## src/rtl/object_spawner.sv

```systemverilog
// Object spawner: paces new collectable/hazard objects by vsync frames and
// offers each packed 26-bit object to the game logic over valid/ready.
module object_spawner #(
  parameter int              SCREEN_WIDTH  = 1024,
  parameter int              OBJ_HEIGHT    = 20,
  parameter int              MIN_GAP       = 30,
  parameter int              GAP_RAND_BITS = 5,
  parameter int              JITTER_EN     = 1,
  parameter int              V_MIN         = 32,
  parameter int              V_MAX         = 700,
  parameter logic [15:0]     LFSR_SEED     = 16'hACE1
) (
  input  logic        clock,
  input  logic        reset_n,
  input  logic        enable,
  input  logic        vsync,
  input  logic [9:0]  wave_height,
  input  logic        wave_ready,
  input  logic [3:0]  speed,
  output logic        spawn_valid,
  input  logic        spawn_ready,
  output logic [25:0] spawn_obj,
  output logic [7:0]  spawn_count
);

  typedef enum logic [1:0] {
    IDLE  = 2'd0,
    WAIT  = 2'd1,
    BUILD = 2'd2,
    OFFER = 2'd3
  } state_t;

  localparam logic [15:0]        LFSR_TAPS = 16'hB400;
  localparam logic [15:0]        RAND_MASK = 16'((32'd1 << GAP_RAND_BITS) - 32'd1);
  localparam logic [10:0]        HPOS      = 11'(SCREEN_WIDTH);
  localparam logic signed [11:0] OBJ_H_S   = 12'(OBJ_HEIGHT);
  localparam logic signed [11:0] V_MIN_S   = 12'(V_MIN);
  localparam logic signed [11:0] V_MAX_S   = 12'(V_MAX);

  state_t      state;
  logic [15:0] lfsr;
  logic [9:0]  height;
  logic [8:0]  gap;
  logic        vsync_prev;
  logic        armed;
  logic        vsync_pulse;

  function automatic logic [15:0] lfsr_step(input logic [15:0] v);
    lfsr_step = {1'b0, v[15:1]} ^ (v[0] ? LFSR_TAPS : 16'h0000);
  endfunction

  // MIN_GAP >= 1 keeps the reload value nonzero.
  function automatic logic [8:0] gap_value(input logic [15:0] v);
    gap_value = 9'(MIN_GAP) + 9'(v & RAND_MASK);
  endfunction

  function automatic logic [9:0] calc_vpos(input logic [9:0] h, input logic [15:0] v);
    logic signed [11:0] jit;
    logic signed [11:0] sum;
    if (JITTER_EN != 0) begin
      jit = $signed({6'd0, v[9:6], 2'b00}) - 12'sd32;
    end else begin
      jit = 12'sd0;
    end
    sum = $signed({2'b00, h}) - OBJ_H_S + jit;
    if (sum < V_MIN_S) begin
      calc_vpos = V_MIN_S[9:0];
    end else if (sum > V_MAX_S) begin
      calc_vpos = V_MAX_S[9:0];
    end else begin
      calc_vpos = sum[9:0];
    end
  endfunction

  // armed masks the first sample so a vsync already high at reset release is not an edge.
  assign vsync_pulse = vsync & ~vsync_prev & armed;

  // vsync edge history, free-running LFSR and wave height latch
  always_ff @(posedge clock or negedge reset_n) begin
    if (!reset_n) begin
      vsync_prev <= 1'b0;
      armed      <= 1'b0;
      lfsr       <= LFSR_SEED;
      height     <= 10'd384;
    end else begin
      vsync_prev <= vsync;
      armed      <= 1'b1;
      if (enable) begin
        lfsr <= lfsr_step(lfsr);
      end
      if (wave_ready) begin
        height <= wave_height;
      end
    end
  end

  // spawn sequencer with registered handshake outputs
  always_ff @(posedge clock or negedge reset_n) begin
    if (!reset_n) begin
      state       <= IDLE;
      gap         <= 9'd0;
      spawn_valid <= 1'b0;
      spawn_obj   <= 26'd0;
      spawn_count <= 8'd0;
    end else begin
      if (spawn_valid && spawn_ready) begin
        spawn_count <= spawn_count + 8'd1;
      end
      if (!enable) begin
        state       <= IDLE;
        spawn_valid <= 1'b0;
      end else begin
        case (state)
          IDLE: begin
            gap   <= gap_value(lfsr);
            state <= WAIT;
          end
          WAIT: begin
            if (vsync_pulse && (speed != 4'd0)) begin
              if (gap <= 9'd1) begin
                state <= BUILD;
              end else begin
                gap <= gap - 9'd1;
              end
            end
          end
          BUILD: begin
            spawn_obj   <= {lfsr[2:0],
                            (lfsr[4:3] == 2'b11) ? 2'b01 : 2'b00,
                            HPOS,
                            calc_vpos(height, lfsr)};
            spawn_valid <= 1'b1;
            state       <= OFFER;
          end
          OFFER: begin
            if (spawn_ready) begin
              spawn_valid <= 1'b0;
              gap         <= gap_value(lfsr);
              state       <= WAIT;
            end
          end
          default: begin
            spawn_valid <= 1'b0;
            state       <= IDLE;
          end
        endcase
      end
    end
  end

endmodule
```

## config.mk

```make
export PLATFORM = sky130hd
export DESIGN_NAME = object_spawner
export DESIGN_NICKNAME = d
export VERILOG_FILES = /design/src/rtl/object_spawner.sv
export SDC_FILE = /design/constraint.sdc
export NUM_CORES = 1
export LEC_CHECK = 0
export BUFFER_PORTS_ARGS = -buffer_cell sky130_fd_sc_hd__buf_2
export CAP_MARGIN = 20
export CORE_UTILIZATION = 57
export CTS_CLUSTER_SIZE = 28
export DETAILED_ROUTE_END_ITERATION = 8
export PLACE_DENSITY = 0.8
export SYNTH_ARGS = -nofsm -noshare
export SYNTH_HDL_FRONTEND = slang
export SYNTH_SLANG_ARGS = --single-unit
```

## constraint.sdc

```tcl
create_clock -name clock -period 3.3 [get_ports clock]
set_input_delay 0.165 -clock clock [delete_from_list [all_inputs] [get_ports clock]]
set_output_delay 0.165 -clock clock [all_outputs]
set_load 0.05 [all_outputs]
```

==> results.toml, run 1 <==
[status]
outcome = "complete, no violations"

[setup_path]
slowest_delay_ns = 0.43
critPathTopFamily = "compound AO/OA/AOI/OAI gates"
worst-path-buf-inv = 2
cp_data_required_time_ns = 3.52
slowest_stage = "ha_1"
rr_worst_depth = 13
r2r_slack_ns = 0.34
crit_arrival_ns = 3.18
start_kind = "flop"
criticalPathCategory = "reg -> reg"
crit_path_end_kind = "flop"
path_max_fanout = 8
cp_num_cells = 13
worstPathCellList = "inv_1 > ha_1 > inv_1 > a21oi_1 > xor2_1 > ha_1 > nor3_1 > a311o_1 > nor3b_2 > o21ai_1 > a21o_1 > and3_4 > a32o_2"

[grt]
grt.overflow.total = 0
grt_pass1_vias = 2414
grt_max_degree = 48
grtUsageTotal_pct = 22.4
grt_pass1_wl_um = 10800
antenna_found_initial = 0

[synthesis]
seq_area_frac_synth_pct = 45.4
synthFlopType = "dfrtp_1"
syn_area_um2 = 3500
yosysWarnings = 0
synth_edf_count = 0
ys_ff_latch = 63
synth_cell_types = 57
async_reset_ff_share_pct = 100
syn_inst = 345
syn-mean-instance-area_um2 = 10.2

[finish]
nets = 428
mostFrequentLayoutCells = "dfrtp_1, buf_2, nand2_1"
n_antenna_cell = 0
area_delta_synth_final_pct = 11.8
mostFrequentLayoutCell = "dfrtp_1"
stdcell_count = 470
drive_gt1_share_pct = 26.6

[sta]
clock_skew_ns = 0.0116
setup_tns_ns = 0
relSlewSlack_pct = 59.0
fin_crit_sh_pct = 89.7
hold_viol_final = 0
fmax_ghz = 0.338
tightest_slew_ns = 0.615
rsz0062_at_grt = "false"
setup_viol = 0
fin_crit_ns = 2.96
drv_slew = 0

[floorplanning]
row_count = 28
core_um2 = 5920
initial_core_util_pct = 59.2
die_area_um2 = 6460
die_w_um = 80.4
die_y_um = 80.4
io-pin-count = 55

[cts]
clk_pin_slew_ns = 0.07
clock-root-buffer = "clkbuf_8"
clkLatencyLatePin_ns = 0.34
clock-sinks = 63
cts_tree = "yes"
h-tree-depth = 3
clock_path_buffers = 2
post_cts_buffers = 0
numCtsBuffers = 9

[detailed_routing]
antenna_left = 0
num_vias = 2560
drt-initial-drc-count = 124
drt-total-wl_um = 6380
vias_per_cell = 5.45
route.detailed.drc = 0
drt_pass1_iterations = 4
post_drt_wl_per_cell_um = 13.6

[placed_design]
place_inst = 451
port_buffers = 43
place_congestion = 0.817
hpwl_um = 4690

[pwr]
ir_worst_vdd_mv = 0.635
p_total_uw = 3600
p_leak_uw = 0.00181
power_density_nw_per_um2 = 919

[min_path]
hold_class = "in -> reg"
hold_depth = 3

[flow_run]
drv_cap = 0
==> area by class of cell <==
type,count,area (um^2)
tap,75,93.8
fill,467,2010
clock buffer,12,145
timing repair buffer,47,263
inverter,20,75.1
sequential,63,1590
clock inverter,4,22.5
multi-input combinational,249,1730
==> state kept, by name, summed over array words and instances, names as in the netlist <==
name         count
lfsr            16
spawn_obj       15
height          10
gap              9
spawn_count      8
state            2
armed            1
spawn_valid      1
vsync_prev       1
==> timing repair <==
item | CTS | global route
hold buffers | 1 | 1
resized for setup | 0 | 0
hold endpoints to repair | 1 | 24
==> cells in the mapped netlist (all sizes together), types with 3 or more instances <==
| cell | instances | share of area, % |
|---|---|---|
| dfrtp | 53 | 38 |
| nand2 | 34 | 3.6 |
| o21ai | 26 | 3.7 |
| inv | 20 | 2.1 |
| xnor2 | 18 | 4.5 |
| ha | 17 | 6.1 |
| mux2 | 17 | 5.5 |
| nor2 | 16 | 1.7 |
| buf | 14 | 3.0 |
| a21oi | 12 | 1.7 |
| dfstp | 10 | 7.5 |
| nor3 | 10 | 1.4 |
| clkbuf | 9 | 1.3 |
| xor2 | 8 | 2.0 |
| nand3 | 7 | 1.0 |
| nor2b | 5 | 0.89 |
| nor4 | 5 | 0.89 |
| a21o | 4 | 0.89 |
| a31oi | 4 | 0.71 |
| and2 | 4 | 0.79 |
| o221a | 4 | 1.3 |
| o22ai | 4 | 0.71 |
| and3 | 3 | 0.68 |
| nand2b | 3 | 0.54 |
| nor3b | 3 | 0.93 |
| nor4b | 3 | 0.93 |
| o2111ai | 3 | 0.75 |
| or2 | 3 | 0.54 |
| or3 | 3 | 0.54 |
==> routing by layer <==
layer | vias up | track usage [%] | wire, um
li1 | 1284 | - | -
met1 | 1194 | 27.9 | 2980
met2 | 69 | 35.9 | 2940
met3 | 13 | 5.45 | 313
met4 | 0 | 11.6 | 140
met5 | - | 0 | 0
==> stage by stage <==
| step | setup WS [ns] | util, % | hold slack (ns) | area, um^2 |
|---|---|---|---|---|
| finish | 0.338 | 66.1 | 0.0337 | 3920 |
| global route | 0.0693 | 66.1 | 0.0465 | 3920 |
| CTS | 0.335 | 65.6 | 0.0213 | 3880 |
| detailed placement | 0.365 | 62.6 | 0.293 | 3710 |
| global placement | 0.421 | 62.6 | 0.289 | 3710 |
| floorplan | 0.552 | - | -0.131 | 3540 |
==> report_power, final <==
| group | total, uW | switching [uW] | internal, uW | leakage (uW) |
|---|---|---|---|---|
| Clock | 570 | 281 | 289 | 0.0000861 |
| Combinational | 1780 | 1110 | 661 | 0.000968 |
| Sequential | 1250 | 203 | 1050 | 0.000758 |
==> worst min-delay path, cell delays in order <==
cell and delay, ns:
buf_2 0.07, nand2_1 0.04, o21ai_0 0.06
==> kinds of logic (layout without fill, tap and decap cells) <==
| group | after synthesis | in the layout | share of synthesized area (%) |
|---|---|---|---|
| compound gates | 74 | 74 | 14.2 |
| xor+xnor | 26 | 26 | 6.50 |
| fa+ha+maj | 18 | 18 | 6.65 |
| buf+inv | 43 | 83 | 6.40 |
| flops | 63 | 63 | 45.4 |
| mux | 17 | 17 | 5.47 |
| other cells | 2 | 12 | 0.214 |
| simple gates | 102 | 102 | 15.2 |
==> worst paths after layout <==
| path | start | endpoint |
|---|---|---|
| max | height[2] | spawn_obj[0] |
| min | wave_height[4] | height[4] |
| max reg2reg | height[2] | spawn_obj[0] |
| min reg2reg | spawn_count[7] | spawn_count[7] |
| max in group asynchronous | reset_n | lfsr[11] |
| min in group asynchronous | reset_n | spawn_obj[8] |
No activity file was read; power rests on OpenSTA's default activity.
==> run 2: changes to the inputs <==
--- a/config.mk
+++ b/config.mk
@@ -8,7 +8,10 @@
 export BUFFER_PORTS_ARGS = -buffer_cell sky130_fd_sc_hd__buf_2
 export CAP_MARGIN = 20
-export CORE_UTILIZATION = 57
+export CELL_PAD_IN_SITES_DETAIL_PLACEMENT = 1
+export CELL_PAD_IN_SITES_GLOBAL_PLACEMENT = 1
+export CORE_UTILIZATION = 44
 export CTS_CLUSTER_SIZE = 28
 export DETAILED_ROUTE_END_ITERATION = 8
+export MAX_ROUTING_LAYER = met4
 export PLACE_DENSITY = 0.8
 export SYNTH_ARGS = -nofsm -noshare
==> constraint.sdc (replaced) <==
create_clock -name clock -period 3.3 [get_ports clock]
set_input_delay 0 -clock clock [delete_from_list [all_inputs] [get_ports clock]]
set_output_delay 0 -clock clock [all_outputs]
set_load 0.05 [all_outputs]
==> run 2 against run 1 <==
Non-clock buffer count increased by 9. Worst hold slack got worse by 0.0022 ns. Cell count grew 7.7%. Setup slack got worse by 0.13 ns. Fmax decreased by 4.2%. Wire length up 22%. Largest cell class unchanged.
==> results.toml, run 2 (same netlist as run 1, synthesis figures left out) <==
[status]
outcome = "complete, no violations"

[sta]
setup_viol = 0
fmax_ghz = 0.323
worst_slack_ns = 0.208
fin_crit_sh_pct = 93.7
fin_crit_ns = 3.09
tightest_slew_ns = 0.647
fin_hold_ws_ns = 0.0315
relSlewSlack_pct = 56.9
setup_tns_ns = 0
clock_skew_ns = 0.0141
drv_slew = 0
hold_viol_final = 0
rsz0062_at_grt = "true"

[detailed_routing]
drt-initial-drc-count = 48
drt_pass1_iterations = 4
post_drt_wl_per_cell_um = 15.4
num_vias = 2678
route.detailed.drc = 0
drt-total-wl_um = 7810
vias_per_cell = 5.29
antenna_left = 0

[cts]
clock_path_buffers = 2
h-tree-depth = 3
clk_pin_slew_ns = 0.08
numCtsBuffers = 9
post_cts_buffers = 0
clock-root-buffer = "clkbuf_8"
clkLatencyLatePin_ns = 0.34
cts_tree = "yes"
clock-sinks = 63

[finish]
final_core_util_pct = 52.6
nets = 437
drive_gt1_share_pct = 26.2
n_antenna_cell = 0
mostFrequentLayoutCell = "dfrtp_1"
area_delta_synth_final_pct = 16.1
top_regs = "lfsr: 16 flops, spawn_obj: 15 flops, height: 10 flops"
mostFrequentLayoutCells = "dfrtp_1, buf_2, nand2_1"
largest_register_ffs = 16
regMostFlops = "lfsr"

[floorplanning]
row_count = 32
core_um2 = 7730
die_y_um = 91.2
initial_core_util_pct = 45.3
die_area_um2 = 8320
io-pin-count = 55
die_w_um = 91.2

[grt]
antenna_found_initial = 0
grtUsageTotal_pct = 21.0
grt_max_degree = 43
grt.overflow.total = 0
grt_pass1_vias = 2800
grt_pass1_wl_um = 13500

[flow_run]
drv_cap = 0

[pwr]
p_leak_uw = 0.00186
ir_worst_vdd_mv = 0.249
power_density_nw_per_um2 = 931

[setup_path]
crit_path_end_kind = "flop"
cp_data_required_time_ns = 3.58
criticalPathCategory = "reg -> reg"
path_max_fanout = 8
start_kind = "flop"
crit_arrival_ns = 3.37

[placed_design]
place_ws_ns = 0.210
place_congestion = 0.806
port_buffers = 43
hpwl_um = 5660

[min_path]
hold_class = "in -> reg"
run 2: layout make-up:
class	count	area [um^2]
repair buffers	56	343
multi-input cells	249	1730
clock buffers	10	138
flip-flops and latches	63	1590
well taps	102	128
inverters	20	75.1
fillers	882	3660
clock inverters	6	67.6
run 2: timing repair:
item | in CTS | in global routing
setup endpoints to repair | 0 | 5
endpoints found under the hold margin | 32 | 0
hold buffers | 12 | 0
gates resized for setup | 0 | 1
run 2: worst max-delay path, cell delays in order (launching register included):
cell and delay (ns):
dfrtp_1 0.38, inv_1 0.11, ha_1 0.22, inv_1 0.05, a21oi_1 0.17, xor2_1 0.09
ha_1 0.44, nand3_1 0.16, nor2_1 0.23, o2111ai_1 0.16, a31oi_1 0.29, nor2_1 0.09
a41oi_1 0.36, o221a_2 0.28
run 2: metal layers:
metal	vias to the layer above	GRT usage [%]	share of wire, %	wire length [um]
li1	1299	-	-	-
met1	1310	25.1	44	3460
met2	59	36.2	51	4010
met3	10	4.02	3.1	239
met4	0	6.22	1.2	94
met5	-	-	0	0
run 2: metrics by stage:
| step | area (um^2) | cells | total power, uW |
|---|---|---|---|
| 2_1_floorplan | 3540 | 355 | 2690 |
| 3_3_place_gp | 3740 | 478 | 3020 |
| 3_5_place_dp | 3740 | 478 | 3100 |
| 4_1_cts | 4070 | 506 | 3830 |
| 5_1_grt | 4070 | 506 | 4060 |
| 6_report | 4070 | 506 | 3790 |
run 2: final timing paths:
kind                                from              to  slack, ns  cells after the start
max                            height[2]    spawn_obj[4]       0.21                     13
min                          spawn_ready     spawn_valid       0.03                      4
max reg2reg                    height[2]    spawn_obj[4]       0.21                     13
min reg2reg                spawn_obj[21]   spawn_obj[21]       0.47                      2
max in group asynchronous        reset_n        lfsr[10]       2.21                      3
min in group asynchronous        reset_n  spawn_count[4]       0.16                      2
run 2: power breakdown:
group / switching (uW) / leakage (uW) / total, uW / internal [uW]
registers: 216 / 0.000758 / 1270 / 1050
logic: 1160 / 0.00100 / 1830 / 671
clock network: 316 / 0.0000989 / 688 / 372
==> run 3: changes to the inputs <==
Settings changed: ABC_AREA set to 1, CORE_UTILIZATION 44 to 42.
==> run 3 against run 2 <==
Via count is 19% higher. Fmax rose by 7.7%. Sequential share of layout area decreased by 2.1 points. Wire length up 15%. Cell count grew 25%. Sequential cell count unchanged. Register-to-register slack improved by 0.22 ns. Combinational power is 4% higher. Synthesized area grew 4.5%. Sequential power decreased by 8%. Critical endpoint is now spawn_obj[2]. Largest power group unchanged. Highest routed layer unchanged.
==> results.toml, run 3 <==
[status]
outcome = "complete, no violations"

[finish]
multi_input_area_um2 = 1750
mostFrequentLayoutCells = "nand2_1, inv_1, dfrtp_1"
drive_gt1_share_pct = 18.4
seqCellArea_um2 = 1590
area_delta_synth_final_pct = 17.3
n_antenna_cell = 0
mostFrequentLayoutCell = "nand2_1"
nets = 561
top_regs = "lfsr: 16 flops, spawn_obj: 15 flops, height: 10 flops"
largest_register_ffs = 16
fill_cells = 1059
stdcell_count = 633
stdcell_area_um2 = 4290
regMostFlops = "lfsr"

[grt]
grt_pass1_wl_um = 15400
grt_max_degree = 31
antenna_found_initial = 0
grt.overflow.total = 0
grtUsageTotal_pct = 23.2
grt_pass1_vias = 3398

[setup_path]
crit_path_end_kind = "flop"
path_max_fanout = 8
cp_common_cell = "nand2_1"
slowest_stage = "dfrtp_1"
crit_arrival_ns = 3.12
r2r_slack_ns = 0.43
criticalPathCategory = "reg -> reg"
cp_data_required_time_ns = 3.55
worstPathCellList = "inv_1 > ha_1 > o21ai_0 > nor2_1 > nand2_1 > xor2_1 > ha_1 > nand2_1 > inv_1 > a21oi_1 > nand2_2 > nand2_1 > nand2_1 > nand2_1 > nand2_1 > nand2_2 > nand2_1 > nand2_1 > nand2_1"
slowest_delay_ns = 0.34
start_kind = "flop"
worst-path-buf-inv = 2
critPathTopFamily = "simple AND/OR/NAND/NOR gates"

[cts]
clk_pin_slew_ns = 0.08
cts_resized = 0
clock-sinks = 63
h-tree-depth = 3
post_cts_buffers = 0
clock_path_buffers = 2
clkLatencyLatePin_ns = 0.36
clock-root-buffer = "clkbuf_8"
numCtsBuffers = 9
cts_tree = "yes"

[synthesis]
synth_edf_count = 0
yosysWarnings = 0
synthMuxAreaShare_pct = 0.308
yosysMostFrequentCell = "nand2_1"
syn-mean-instance-area_um2 = 7.89
synthAdderAreaFrac_pct = 6.36
synth_xor_area_share_pct = 4.31
syn_area_um2 = 3660
synthFlopType = "dfrtp_1"
seq_area_frac_synth_pct = 43.4
synth_cell_types = 36
ys_ff_latch = 63
synth_top_area_share_pct = 36.2
yosys.area_share.simple_pct = 25.5
ys_top_cells_by_area = "dfrtp_1, nand2_1, dfstp_2"
synth_compound_area_share_pct = 9.98
yosysTopAreaCell = "dfrtp_1"
netlist_top_cells_count = "nand2_1, inv_1, dfrtp_1, o21ai_0, nor2_1"
async_reset_ff_share_pct = 100
synth_top_family_by_area = "simple AND/OR/NAND/NOR gates"
syn_inst = 464

[placed_design]
place_inst = 604
place_area_um2 = 3940
port_buffers = 43
place_congestion = 0.850
hpwl_um = 6650

[sta]
fin_crit_ns = 2.87
hold_viol_final = 0
clock_skew_ns = 0.0148
fmax_ghz = 0.348
setup_tns_ns = 0
tightest_slew_ns = 0.700
rsz0062_at_grt = "false"
fin_hold_ws_ns = 0.0145
relSlewSlack_pct = 53.3
drv_slew = 0
fin_crit_sh_pct = 87.0
setup_viol = 0

[detailed_routing]
num_vias = 3195
drt-total-wl_um = 8940
drt-initial-drc-count = 89
vias_per_cell = 5.05
post_drt_wl_per_cell_um = 14.1
route.detailed.drc = 0
antenna_left = 0
drt_pass1_iterations = 4

[floorplanning]
core_um2 = 8340
io-pin-count = 55
initial_core_util_pct = 43.9
die_w_um = 95.3
die_y_um = 95.3
die_area_um2 = 9090
row_count = 33

[min_path]
hold_class = "in -> reg"

[pwr]
power_density_nw_per_um2 = 898
ir_worst_vdd_mv = 0.436
p_leak_uw = 0.00224

[flow_run]
drv_cap = 0
==> run 3: what timing repair did <==
item	in CTS	in global routing
endpoints found under the setup margin	0	0
hold buffers	13	0
endpoints found under the hold margin	35	0
==> run 3: area by class of cell <==
type / instances / area share (%)
clock buffers: 9 / 2.88
clock inverters: 7 / 2.39
inverters: 62 / 5.42
multi-input cells: 328 / 40.7
flip-flops and latches: 63 / 37.0
well taps: 105 / 3.06
repair buffers: 59 / 8.57
==> run 3: metrics by stage <==
| stage | power, uW | util [%] | worst slack (ns) |
|---|---|---|---|
| after CTS | 3890 | 51.5 | 0.439 |
| after floorplan | 2620 | - | 0.818 |
| after global placement | 2960 | 47.2 | 0.645 |
| after global routing | 4180 | 51.5 | 0.134 |
| after detailed placement | 3070 | 47.2 | 0.458 |
| final | 3860 | 51.5 | 0.428 |
==> run 3: logic make-up after synthesis <==
logic type | after synthesis
compound gates | 64
xor+xnor | 18
fa+ha+maj | 18
buf+inv | 83
flops | 63
mux | 1
other cells | 2
simple gates | 215
==> run 3: power breakdown <==
part	total (uW)	internal, uW	switching, uW
Clock	782	434	348
Combinational	1910	567	1340
Sequential	1170	1000	161
==> run 3: final timing paths <==
kind                                startpoint        endpoint  depth (start not counted)
worst max-delay path                 height[2]    spawn_obj[2]                         19
worst min-delay path                wave_ready       height[7]                          3
worst max register to register       height[2]    spawn_obj[2]                         19
worst min register to register  spawn_count[7]  spawn_count[7]                          1
max in group asynchronous              reset_n        lfsr[13]                          3
min in group asynchronous              reset_n        lfsr[14]                          2
==> run 3: tightest hold or removal path, stage by stage <==
cell and delay [ns]:
buf_2 0.20, nand2_1 0.08, o21ai_0 0.07
==> run 3: routing by layer <==
| layer | track usage [%] | vias to the layer above | part of all wire, % |
|---|---|---|---|
| met1 | 27.2 | 1571 | 45 |
| met3 | 4.70 | 15 | 2.7 |
| met5 | - | - | 0 |
| li1 | - | 1561 | - |
| met4 | 8.84 | 0 | 1.8 |
| met2 | 39.0 | 48 | 51 |
